<file path="src/rtl/mem_dump_reader.sv">
// Halt-triggered RAM readback: walks [start_addr..end_addr] and streams {addr,data} beats.
// Optional trailing checksum beat when DUMP_CSUM_EN is defined.
module mem_dump_reader #(
   parameter int AW = 8,
   parameter int DW = 16
) (
   input  logic          clk,
   input  logic          reset,
   input  logic          trigger,
   input  logic          dump_req,
   input  logic [AW-1:0] start_addr,
   input  logic [AW-1:0] end_addr,
   output logic          mem_req,
   input  logic          mem_gnt,
   output logic          mem_rd,
   output logic [AW-1:0] mem_addr,
   input  logic [DW-1:0] mem_rdata,
   output logic          out_valid,
   input  logic          out_ready,
   output logic [AW-1:0] out_addr,
   output logic [DW-1:0] out_data,
   output logic          out_last,
   output logic          busy,
   output logic          done
);

   typedef enum logic [2:0] {
      S_IDLE = 3'd0,
      S_REQ  = 3'd1,
      S_READ = 3'd2,
      S_CAP  = 3'd3,
      S_SEND = 3'd4,
      S_DONE = 3'd5
`ifdef DUMP_CSUM_EN
      , S_CSUM = 3'd6
`endif
   } state_t;

   state_t          state_q, state_d;
   logic            trig_q;
   logic [AW:0]     cnt_q, cnt_d;
   logic [AW:0]     lim_q, lim_d;
   logic [AW-1:0]   oaddr_q, oaddr_d;
   logic [DW-1:0]   odata_q, odata_d;
   logic            ovalid_q, ovalid_d;
   logic            olast_q, olast_d;
   logic            start;
   logic            at_end;
`ifdef DUMP_CSUM_EN
   logic [DW-1:0]   sum_q, sum_d;
`endif

   assign start  = (trigger & ~trig_q) | dump_req;
   assign at_end = (cnt_q == lim_q);

   always_ff @(posedge clk or negedge reset) begin
      if (!reset) begin
         state_q  <= S_IDLE;
         trig_q   <= 1'b0;
         cnt_q    <= '0;
         lim_q    <= '0;
         oaddr_q  <= '0;
         odata_q  <= '0;
         ovalid_q <= 1'b0;
         olast_q  <= 1'b0;
      end else begin
         state_q  <= state_d;
         trig_q   <= trigger;
         cnt_q    <= cnt_d;
         lim_q    <= lim_d;
         oaddr_q  <= oaddr_d;
         odata_q  <= odata_d;
         ovalid_q <= ovalid_d;
         olast_q  <= olast_d;
      end
   end

`ifdef DUMP_CSUM_EN
   always_ff @(posedge clk or negedge reset) begin
      if (!reset) begin
         sum_q <= '0;
      end else begin
         sum_q <= sum_d;
      end
   end
`endif

   always_comb begin
      state_d  = state_q;
      cnt_d    = cnt_q;
      lim_d    = lim_q;
      oaddr_d  = oaddr_q;
      odata_d  = odata_q;
      ovalid_d = ovalid_q;
      olast_d  = olast_q;
`ifdef DUMP_CSUM_EN
      sum_d    = sum_q;
`endif
      unique case (state_q)
         S_IDLE: begin
            if (start) begin
               cnt_d = {1'b0, start_addr};
               lim_d = {1'b0, end_addr};
`ifdef DUMP_CSUM_EN
               sum_d = '0;
`endif
               if (start_addr > end_addr) begin
`ifdef DUMP_CSUM_EN
                  // Empty window still reports its (zero) checksum.
                  oaddr_d  = '1;
                  odata_d  = '0;
                  ovalid_d = 1'b1;
                  olast_d  = 1'b1;
                  state_d  = S_CSUM;
`else
                  state_d  = S_DONE;
`endif
               end else begin
                  state_d = S_REQ;
               end
            end
         end
         S_REQ: begin
            if (mem_gnt) begin
               state_d = S_READ;
            end
         end
         S_READ: begin
            state_d = S_CAP;
         end
         S_CAP: begin
            oaddr_d  = cnt_q[AW-1:0];
            odata_d  = mem_rdata;
            ovalid_d = 1'b1;
`ifdef DUMP_CSUM_EN
            olast_d  = 1'b0;
`else
            olast_d  = at_end;
`endif
            state_d  = S_SEND;
         end
         S_SEND: begin
            if (out_ready) begin
               ovalid_d = 1'b0;
`ifdef DUMP_CSUM_EN
               sum_d    = sum_q + odata_q;
`endif
               if (at_end) begin
`ifdef DUMP_CSUM_EN
                  oaddr_d  = '1;
                  odata_d  = sum_q + odata_q;
                  ovalid_d = 1'b1;
                  olast_d  = 1'b1;
                  state_d  = S_CSUM;
`else
                  state_d  = S_DONE;
`endif
               end else begin
                  cnt_d   = cnt_q + 1'b1;
                  state_d = S_REQ;
               end
            end
         end
`ifdef DUMP_CSUM_EN
         S_CSUM: begin
            if (out_ready) begin
               ovalid_d = 1'b0;
               state_d  = S_DONE;
            end
         end
`endif
         S_DONE: begin
            if (!trigger && !dump_req) begin
               state_d = S_IDLE;
            end
         end
         default: begin
            state_d = S_IDLE;
         end
      endcase
   end

   // Port ownership spans the whole per-beat loop, including the send wait.
   assign mem_req   = (state_q == S_REQ)  || (state_q == S_READ) ||
                      (state_q == S_CAP)  || (state_q == S_SEND);
   assign mem_rd    = (state_q == S_READ);
   assign mem_addr  = (state_q == S_READ) ? cnt_q[AW-1:0] : '0;
   assign out_valid = ovalid_q;
   assign out_addr  = oaddr_q;
   assign out_data  = odata_q;
   assign out_last  = olast_q;
   assign busy      = (state_q != S_IDLE) && (state_q != S_DONE);
   assign done      = (state_q == S_DONE);

endmodule
</file>
<file path="config.mk">
export PLATFORM = sky130hd
export DESIGN_NAME = mem_dump_reader
export DESIGN_NICKNAME = d
export VERILOG_FILES = /design/src/rtl/mem_dump_reader.sv
export SDC_FILE = /design/constraint.sdc
export NUM_CORES = 1
export LEC_CHECK = 0
export ABC_CLOCK_PERIOD_IN_PS = 4900
export CAP_MARGIN = 20
export CORE_MARGIN = 3
export CORE_UTILIZATION = 48
export CTS_CLUSTER_DIAMETER = 40
export DETAILED_ROUTE_END_ITERATION = 8
export GPL_TIMING_DRIVEN = 0
export PLACE_DENSITY = 0.88
export SETUP_SLACK_MARGIN = 0.4
export SYNTH_ARGS = -nofsm -noshare
export SYNTH_HDL_FRONTEND = slang
export SYNTH_SLANG_ARGS = --single-unit
</file>
<file path="constraint.sdc">
create_clock -name clk -period 4.9 [get_ports clk]
set_clock_uncertainty 0.15 [all_clocks]
set_input_delay 0.49 -clock clk [delete_from_list [all_inputs] [get_ports clk]]
set_output_delay 0.49 -clock clk [all_outputs]
set_load 0.03 [all_outputs]
</file>
==> Yosys cells after proc, flatten, opt, wreduce, memory -nomap -nowiden <==
Cells that the tools add are included.
{ "op_classes": {"n_bitwise": 3, "reduce_logical": 15, "magnitude_cmp": 1, "mux": 14, "addsub": 1, "n_eq_ne": 12} }
{ "op_table": {"columns": ["cell", "count"], "rows": [
  ["$mux 9", 3],
  ["$mux 3", 6],
  ["$pmux 3 s6", 1],
  ["$pmux 9 s2", 1],
  ["$add 9x1->9 const B", 1],
  ["$eq 9x8->1", 1],
  ["$gt 8x8->1", 1],
  ["$mux 8", 1],
  ["$ne 2x2->1 const B", 4],
  ["$reduce_and 4->1", 2],
  ["$eq 3x2->1 const B", 2],
  ["$eq 3x3->1 const B", 2],
  ["$reduce_and 2->1", 2],
  ["$reduce_bool 2->1", 2],
  ["$eq 3x1->1 const B", 1],
  ["$logic_not 3->1", 1],
  ["$logic_or 1x1->1", 3],
  ["$ne 3x3->1 const B", 1],
  ["$reduce_bool 3->1", 1],
  ["$logic_and 1x1->1", 2],
  ["$logic_not 1->1", 2],
  ["$ne 2x1->1 const B", 1],
  ["$pmux 1 s2", 1],
  ["$and 1x1->1", 1],
  ["other kinds (3)", 3]
]} }
{ "word_totals": {"register_bits": 47, "output_inout_bits": 38, "wordCells": 54, "inputBits": 38} }

==> Depth between registers and ports, before layout <==
{ "depth": {"ltp_word": 5, "depth_mapped": 8, "ltp_nobuf": 7} }

==> Worst setup path after synthesis <==
Ideal clock, no wire load.
{ "synth_timing": {"kind": "reg-to-output", "from": "reg state_q[2]", "to": "out mem_addr[0]", "arrival_time_ps": 1612, "n_path_buf": 3, "stages_incl_launch_ff": 5, "t_required_ps": 4260, "setup_slack_ps": 2648, "cell_sequence": "dfrtp_1 > buf_2 > clkbuf_1 > clkbuf_1 > nor3_1"} }
{ "synth_between": {"elab_chain_len": 2} }
{ "synth_lines": {"columns": ["element", "line_no", "text"], "rows": [
  ["start: declaration", "39", "state_t state_q, state_d;"],
  ["start signal: assignment", "67", "state_q <= state_d;"],
  ["$eq 3x2->1", "187", "assign mem_addr = (state_q == S_READ) ? cnt_q[AW-1:0] : '0;"],
  ["$mux 8", "187", null],
  ["end: declaration", "16", "output logic [AW-1:0] mem_addr,"]
]} }
No other way between the ends.

==> Worst setup path after layout <==
{ "layout_timing": {"from": "reg state_q[2]", "to": "out done"} }
{ "layout_between": {"elab_chain_len": 1} }
{ "layout_lines": {"columns": ["element", "line_no", "text"], "rows": [
  ["$eq 3x3->1", "193", "assign done = (state_q == S_DONE);"],
  ["end: declaration", "24", "output logic done"]
]} }
No other way between the ends.

==> impl_metrics.yaml <==
status:
  status: "complete, no violations"
setup_path:
  crit_arrival_ps: 2550
  worstPathRequired_ps: 4260
  path_max_fanout: 10
  end_kind: "output pin"
  worstSetupPathType: "flop to output pin"
  start_kind: "flop"
power:
  p_seq_share_pct: 31.5
  power_density_mw_per_mm2: 631
  p_leak_nw: 1.55
  clkPwrFrac_pct: 11.5
  swShare_pct: 45.8
  intPower_mw: 1.19
  power.switching_mw: 1.00
  total_power_mw: 2.20
  p_comb_share_pct: 57.0
  max-vdd-ir-drop_mv: 0.332
synth:
  avgSynthCellArea_um2: 8.78
  yosys_warnings: 0
  synth-seq-area-share_pct: 46.7
  synth_edf_count: 0
  syn_nets: 334
  synth_top_area_share_pct: 46.7
  synth_top_family_by_area: "simple AND/OR/NAND/NOR gates"
  synth-xor-area-share_pct: 2.08
  synth_fa_ha_area_share_pct: 4.47
  yosys.area.top_type: "dfrtp_1"
  synthMuxAreaShare_pct: 2.58
  synth_compound_gate_area_share_pct: 15.7
  syn-instance-count: 287
  synthSimpleGateAreaFrac_pct: 23.3
  synth_seq_cells: 47
  synth_ff_type: "dfrtp_1"
  yosysUniqueCellTypes: 48
  syn_area_mm2: 0.00252
  synth-async-reset-ratio_pct: 100
  synth_area_leaders: "dfrtp_1 47%, nand2_1 12%, ha_1 4.5%, o21ai_0 3.2%, nor2_1 2.4%"
timing:
  maxSlewViolCount: 0
  fin_ws_ps: 1710
  finalCriticalPeriod_ps: 3190
  slew_headroom_pct: 59.9
  post-route-period-util_pct: 65.0
  finalHoldViolCount: 0
  worstMarginPinSlew_ps: 600
  max_freq_mhz: 314
  fin_hold_ws_ps: 332
  rsz0062_at_grt: "false"
  setup_violations: 0
  finalSetupTns_ps: 0
floorplan:
  die_width_um: 78.5
  initial_core_util_pct: 51.3
  ios: 76
  num_rows: 25
  dieArea_mm2: 0.00616
  core-area_mm2: 0.00491
  fp.dieH_um: 78.5
drt:
  initialDrtViolationCount: 218
  wl_per_cell_um: 16.2
  routed_wl_mm: 7.11
  vias: 2450
  viasPerCell: 5.58
  drt_pass1_iterations: 5
  ant_nets: 0
  drc_errors: 0
clock_network:
  clockBufferDepth: 2
  cts-root-buf: "clkbuf_8"
  ctsHoldBuffers: 1
  tritoncts: "yes"
  htree_num_levels: 2
  post_cts_buffers: 0
  cts_buffers: 5
  cts.repair.resized: 0
  clk_pin_slew_ps: 90
  cts.sinks: 47
  clkLatencyLatePin_ps: 310
cells_and_area:
  synthToLayoutAreaGrowth_pct: 38.0
  multi_input_area_mm2: 0.00121
  layout-drive-gt1-share_pct: 8.33
  final_cell_mix: "78 x nand2_1, 74 x clkdlybuf4s50_1, 47 x dfrtp_1"
  regArea_mm2: 0.00118
  final_common_cell: "nand2_1"
  finalNetCount: 418
  postLayoutCoreUtil_pct: 70.9
  num_antenna_cells: 0
  fillers: 384
global_route:
  antenna_found_initial: 0
  grt_first_pass_wirelength_mm: 11.6
  gr-usage-all-layers_pct: 24.2
  grt_pass1_vias: 2392
  grt_max_degree: 37
  grt-ovfl-total: 0
flow_run:
  drv_cap: 0
min_path:
  min_path_type: "flop to flop"
place:
  pre_cts_slack_ps: 2090
  gp_congestion: 0.890
  place_hpwl_mm: 5.35
  io_buffers: 75
-- through the flow --
step | instance area (µm²) | std cells
finish | 3480 | 439
global route | 3480 | 439
CTS | 3480 | 439
detailed placement | 3370 | 430
global placement | 3360 | 429
floorplan | 2520 | 287
-- sequential cells by signal, indices dropped and copies added (netlist names) --
register / count
out_addr: 8
out_last: 1
trig_q: 1
out_valid: 1
out_data: 16
cnt_q: 9
lim_q: 8
state_q: 3
-- kinds of logic (layout without fill, tap and decap cells) --
family / Yosys count / count (layout)
xor+xnor: 6 / 6
flops: 47 / 47
buf+inv: 29 / 114
compound gates: 60 / 60
simple gates: 130 / 130
fa+ha+maj: 9 / 9
mux: 6 / 6
-- worst max-delay path, cell delays in order (launching register included) --
cell and delay, ps:
dfrtp_1 330, buf_2 200, clkbuf_1 380, clkbuf_1 440, and2_1 220, clkdlybuf4s50_1 670
-- cell type report --
class | instances | area share, %
Inverter | 14 | 1.51
Clock buffer | 6 | 2.37
Sequential cell | 47 | 33.8
Timing Repair Buffer | 77 | 22.3
Multi-Input combinational cell | 211 | 34.9
Buffer | 15 | 2.23
Clock inverter | 2 | 0.467
Tap cell | 67 | 2.41
-- cell usage after synthesis (all sizes together), types with 6 or more instances --
cell,count
clkbuf,8
nor2,16
nand2,78
dfrtp,47
ha,9
o22a,6
inv,13
o21ai,17
nor3,8
a21oi,11
and2,6
buf,7
-- power groups by stage --
stage / Combinational, mW / Clock (mW) / Sequential [mW]
floorplan: 0.583 / 0 / 0.872
global placement: 1.20 / 0 / 0.687
CTS: 1.25 / 0.258 / 0.689
detailed placement: 1.24 / 0 / 0.696
global route: 1.34 / 0.278 / 0.718
finish: 1.25 / 0.253 / 0.692
-- metal layers --
| layer | track usage (%) | wire (µm) | up-vias |
|---|---|---|---|
| li1 | - | - | 1150 |
| met1 | 30.6 | 2830 | 1167 |
| met2 | 41.9 | 3640 | 117 |
| met3 | 3.56 | 466 | 16 |
| met4 | 9.09 | 175 | 0 |
| met5 | 0 | 0 | - |
-- worst paths after layout --
| kind | from | to | slack [ps] | depth (start not counted) |
|---|---|---|---|---|
| worst max register to register | cnt_q[5] | cnt_q[1] | 2610 | 7 |
| min in group asynchronous | reset | trig_q | 440 | 2 |
| worst min register to register | out_data[14] | out_data[14] | 330 | 2 |
| max in group asynchronous | reset | lim_q[4] | 3680 | 3 |
| worst max-delay path | state_q[2] | done | 1710 | 5 |
| worst min-delay path | out_data[14] | out_data[14] | 330 | 2 |
No activity file was read; power rests on OpenSTA's default activity.
